**src/rtl/frame_generator_sequencer.sv**
```systemverilog
// frame_generator_sequencer: run-control sequencer for the frame generator.
// Takes one host command at a time and walks it through ARM -> RUN -> STOP.
// It waits for gen_ready, pulses gen_start, times the run, pulses gen_stop and
// waits for the generator to come back to ready. Every output is registered.
// Optional frame counter: define FRAME_GEN_SEQ_FRAME_COUNT_EN to build it;
// otherwise frame_count is tied to 0 and the mon_* tap is unused.
module frame_generator_sequencer #(
   parameter int unsigned DURATION_WIDTH = 48,
   parameter int unsigned CNT_WIDTH      = 48,
   localparam int unsigned CFG_WIDTH     = 192
) (
   input  logic                      clk,
   input  logic                      rst,
   input  logic                      cmd_valid,
   output logic                      cmd_ready,
   input  logic [DURATION_WIDTH-1:0] cmd_duration,
   input  logic [CFG_WIDTH-1:0]      cmd_port_config,
   input  logic                      abort,
   input  logic                      gen_ready,
   output logic                      gen_start,
   output logic                      gen_stop,
   output logic [CFG_WIDTH-1:0]      gen_port_config,
   input  logic                      mon_valid,
   input  logic                      mon_ready,
   input  logic                      mon_last,
   output logic                      busy,
   output logic                      done,
   output logic                      aborted,
   output logic [DURATION_WIDTH-1:0] elapsed,
   output logic [CNT_WIDTH-1:0]      frame_count
);

   typedef enum logic [2:0] {
      S_IDLE = 3'd0,
      S_ARM  = 3'd1,
      S_RUN  = 3'd2,
      S_STOP = 3'd3,
      S_DONE = 3'd4
   } state_t;

   state_t                    r_state;
   state_t                    w_state_nxt;

   logic                      r_cmd_ready;
   logic                      r_busy;
   logic                      r_gen_start;
   logic                      r_gen_stop;
   logic                      r_done;
   logic                      r_aborted;
   logic [DURATION_WIDTH-1:0] r_elapsed;
   logic [DURATION_WIDTH-1:0] r_duration;
   logic [CFG_WIDTH-1:0]      r_port_config;

   logic                      w_run_end;
   logic                      w_accept;
   logic                      w_gen_start_nxt;
   logic                      w_gen_stop_nxt;
   logic                      w_set_aborted;
   logic                      w_elapsed_inc;

   // Run ends when the programmed duration is reached or the host aborts
   assign w_run_end = (r_elapsed == r_duration) || abort;

   // State register
   always_ff @(posedge clk) begin
      if (!rst) r_state <= S_IDLE;
      else      r_state <= w_state_nxt;
   end

   // Next-state logic; STOP ignores gen_ready during the gen_stop pulse cycle
   always_comb begin
      w_state_nxt = r_state;
      case (r_state)
         S_IDLE: if (cmd_valid && r_cmd_ready) w_state_nxt = S_ARM;
         S_ARM: begin
            if (abort)          w_state_nxt = S_DONE;
            else if (gen_ready) w_state_nxt = S_RUN;
         end
         S_RUN:  if (w_run_end) w_state_nxt = S_STOP;
         S_STOP: if (gen_ready && !r_gen_stop) w_state_nxt = S_DONE;
         S_DONE: w_state_nxt = S_IDLE;
         default: w_state_nxt = S_IDLE;
      endcase
   end

   // Output/datapath decode: next values for the registered outputs
   always_comb begin
      w_accept        = 1'b0;
      w_gen_start_nxt = 1'b0;
      w_gen_stop_nxt  = 1'b0;
      w_set_aborted   = 1'b0;
      w_elapsed_inc   = 1'b0;
      case (r_state)
         S_IDLE: w_accept = cmd_valid && r_cmd_ready;
         S_ARM: begin
            if (abort)          w_set_aborted   = 1'b1;
            else if (gen_ready) w_gen_start_nxt = 1'b1;
         end
         S_RUN: begin
            if (w_run_end) begin
               w_gen_stop_nxt = 1'b1;
               w_set_aborted  = abort;
            end else begin
               w_elapsed_inc  = 1'b1;
            end
         end
         default: ;
      endcase
   end

   // Registered outputs, command latch and elapsed timer
   always_ff @(posedge clk) begin
      if (!rst) begin
         r_cmd_ready   <= 1'b0;
         r_busy        <= 1'b0;
         r_gen_start   <= 1'b0;
         r_gen_stop    <= 1'b0;
         r_done        <= 1'b0;
         r_aborted     <= 1'b0;
         r_elapsed     <= '0;
         r_duration    <= '0;
         r_port_config <= '0;
      end else begin
         r_cmd_ready <= (w_state_nxt == S_IDLE);
         r_busy      <= (w_state_nxt != S_IDLE);
         r_done      <= (w_state_nxt == S_DONE);
         r_gen_start <= w_gen_start_nxt;
         r_gen_stop  <= w_gen_stop_nxt;
         if (w_accept) begin
            r_duration    <= cmd_duration;
            r_port_config <= cmd_port_config;
            r_elapsed     <= '0;
            r_aborted     <= 1'b0;
         end else begin
            if (w_set_aborted) r_aborted <= 1'b1;
            if (w_elapsed_inc) r_elapsed <= r_elapsed + DURATION_WIDTH'(1);
         end
      end
   end

   assign cmd_ready       = r_cmd_ready;
   assign busy            = r_busy;
   assign gen_start       = r_gen_start;
   assign gen_stop        = r_gen_stop;
   assign done            = r_done;
   assign aborted         = r_aborted;
   assign elapsed         = r_elapsed;
   assign gen_port_config = r_port_config;

`ifdef FRAME_GEN_SEQ_FRAME_COUNT_EN
   logic [CNT_WIDTH-1:0] r_frame_count;
   logic                 w_beat;

   // Frames that complete during RUN or while draining in STOP
   assign w_beat = mon_valid && mon_ready && mon_last &&
                   ((r_state == S_RUN) || (r_state == S_STOP));

   // Saturating frame counter, cleared on accept
   always_ff @(posedge clk) begin
      if (!rst)                                  r_frame_count <= '0;
      else if (w_accept)                         r_frame_count <= '0;
      else if (w_beat && (r_frame_count != '1))  r_frame_count <= r_frame_count + CNT_WIDTH'(1);
   end

   assign frame_count = r_frame_count;
`else
   logic w_unused_mon;
   assign w_unused_mon = &{1'b0, mon_valid, mon_ready, mon_last};
   assign frame_count  = '0;
`endif

endmodule

```
**config.mk**
```make
export PLATFORM = sky130hd
export DESIGN_NAME = frame_generator_sequencer
export DESIGN_NICKNAME = d
export VERILOG_FILES = /design/src/rtl/frame_generator_sequencer.sv
export SDC_FILE = /design/constraint.sdc
export NUM_CORES = 1
export LEC_CHECK = 0
export ABC_CLOCK_PERIOD_IN_PS = 3200
export CAP_MARGIN = 20
export CORE_AREA = 2 2 210 212
export DETAILED_ROUTE_END_ITERATION = 12
export DIE_AREA = 0 0 212 214
export PLACE_DENSITY = 0.69
export SETUP_SLACK_MARGIN = 0.1
export SYNTH_ARGS = -nofsm -noshare
export SYNTH_HDL_FRONTEND = slang
export SYNTH_SLANG_ARGS = --single-unit
```
**constraint.sdc**
```tcl
create_clock -name clk -period 3.2 [get_ports clk]
set_clock_uncertainty 0.2 [all_clocks]
set_input_delay 0.64 -clock clk [delete_from_list [all_inputs] [get_ports clk]]
set_output_delay 0.64 -clock clk [all_outputs]
set_load 0.02 [all_outputs]
```
==> results.md <==
- Pin count of the biggest net entering global routing: 232
- Hold slack final: 215 ps
- Yosys warns: 0
- Initial antenna violation count: 1
- Layout cell share with drive strength beyond 1: 4.65%
- Setup TNS: 0 ps
- Hold_sp: rst
- DR vias: 11.8k
- Avg WL per Cell: 16.7 um
- RSZ-0062 raised after global routing: no
- Register area: 5950 um^2
- Core ar.: 42900 um^2
- Port buffer count: 490
- Largest area contributor in the netlist: dfxtp_1
- Num CTS Buffers: 37
- Max Buffers Root-to-Sink: 3
- Worst R2R Start: r_state[1]
- FF-to-FF setup slack: 260 ps
- Status: completed
- Mean Syn Cell Area: 8.27 um^2
- Hold Buf Count CTS: 0
- Period utilisation layout: 91.9%
- Cell Rows: 76
- First-pass GRT wire length: 65500 um
- Critical Path Fanout Max: 10
- Fin nets: 2204
- Die Height: 214 um
- #FFs+latches synth: 297
- DRT Pass-1 Iters: 5
- Vias per cell: 4.61
- Number of clock sinks: 297
- Ports: 542
- Hold-critical path depth: 2
- PwrDens: 495 nW/um^2
- Crit path capture type: flop
- Commonest non-fill, non-tap cells in the layout: 517 x nand2_1, 489 x clkdlybuf4s50_1, 297 x dfxtp_1, 240 x a21boi_0, 50 x xor2_1
- CP arrival: 3200 ps
- Fillers: 4174
- Area used by multi-input combinational logic: 5880 um^2
- Worst setup SP type: flop
- Die Width: 212 um
- Antenna Violating Nets Remaining: 0
- Detailed Route WL: 42800 um
- Clock Pin Slew Worst Setup and Hold Paths: 60 ps
- Worst slew pin tran: 1170 ps
- Hold endpoint: r_duration[32]
- Final min period: 2940 ps
- Worst-Skew Late Latency: 540 ps
- Top cells by area, synth: dfxtp_1 48%, nand2_1 16%, a21boi_0 15%
- Required @ worst endpoint: 3460 ps
- Vias in the first global route: 11.5k
- Most common cell after layout, fill and taps aside: nand2_1
- DRC Markers: 0
- Post-synthesis sequential area ratio: 48.0%
- Synth top area share: 48.0%
- Hold WC Path Type: primary input to flop
- Kind of critical path: flop to flop
- Max Cap Violations: 0
- Netlist cell types: 36
- Grt ovf: 0
- Post-CTS sizing: 0
- R2R cell count: 6
- F_max: 0.340 GHz
- GPL Wtd Cong: 0.875
- Starting density of the core: 28.9%
- P&R area growth vs syn: 53.1%
- Max VDD drop: 0.353 mV
- GRT Util Overall: 18.3%
- Final HPWL DP: 31700 um
- H-Tree Depth: 2
- Root buffer cell: clkbuf_16
- TritonCTS clock tree: built
- Final hold viol count: 0
- Slew Limit Fails: 0
- Setup violators final: 0
- Leakage power: 6.87 nW
- RR Endpoint: elapsed[43]
- Post-CTS Setup Bufs: 0
- DR iter-0 viols: 513
- Gate Count Post-Synth: 1498
- Post-synthesis cell area: 12400 um^2
- Die area: 45400 um^2
- Max_slew headroom: 21.8%
[kinds of logic (layout without fill, tap and decap cells)]
logic type                 Yosys count  count (layout)  share of synthesized area, %
AOI/OAI and AO/OA                  326             326                          18.6
buffers and inverters              152             584                          6.11
adders and majority gates            1               1                         0.101
xor gates and xnor gates            51              51                          3.61
and+or+nand+nor                    669             669                          23.5
muxes                                1               1                        0.0808
DFF                                297             297                          48.0
other                                1              49                        0.0303
[worst max-delay path: stages (launching register included)]
cell and delay [ps]:
dfxtp_1 480, nor3b_2 420, nand3_1 200, or3_1 540
or4_1 540, or4_1 420, nand2_1 80
[worst max path at each step]
stage | start | endpoint | slack (ps) | cells after the start
global placement | r_state[1] | elapsed[43] | 350 | 6
detailed placement | r_state[1] | elapsed[43] | 290 | 6
finish | r_state[1] | elapsed[43] | 260 | 6
global route | r_state[1] | elapsed[43] | 120 | 6
floorplan | elapsed[0] | elapsed[36] | 390 | 7
CTS | r_state[1] | elapsed[43] | 260 | 6
[state kept, by name, summed over array words and instances, names as in the netlist, 3 cells and up]
register and count:
r_duration 48, r_state 3, gen_port_config 192, elapsed 48
[Yosys cell counts, drive strengths merged]
cell / number
nand2: 517
o311ai: 1
nand3: 24
a21oi: 33
mux2i: 1
nor2: 14
o211ai: 15
o31ai: 9
nand4: 21
ha: 1
and2: 6
clkbuf: 94
xnor2: 1
conb: 1
and4: 6
nor3b: 2
or3: 30
nor3: 5
o22ai: 1
dfxtp: 297
buf: 53
o21ai: 26
a21boi: 240
and3: 4
xor2: 50
inv: 5
or4: 27
nor4: 13
a31oi: 1
[cell type report]
type	instances	area share, %
Sequential cell	297	31.3
Multi-Input combinational cell	1096	31.0
Timing Repair Buffer	518	27.6
Clock buffer	53	5.63
Tap cell	585	3.86
Clock inverter	8	0.455
Inverter	5	0.0990
Antenna cell	1	0.0132
[report_power, final]
part | switching [mW] | total [mW] | internal (mW)
combinational | 0.742 | 1.42 | 0.682
clock | 1.59 | 3.99 | 2.40
sequential | 0.0978 | 3.97 | 3.87
[routing by layer]
layer / GRT usage (%) / part of all wire [%]
met1: 20.9 / 39
met2: 32.7 / 51
met3: 5.03 / 7.4
met4: 6.15 / 2.6
met5: 0 / 0
[stage by stage]
step / std cells / worst slack [ps] / util, % / power [mW] / area (um^2)
floorplan: 1545 / 394 / - / 4.73 / 12600
global placement: 2501 / 347 / 41.5 / 5.46 / 17800
detailed placement: 2501 / 295 / 41.5 / 5.48 / 17800
CTS: 2562 / 264 / 44.2 / 9.52 / 19000
global route: 2563 / 124 / 44.2 / 9.78 / 19000
finish: 2563 / 259 / 44.2 / 9.38 / 19000
Note: power is estimated with default switching activity, not from simulation.
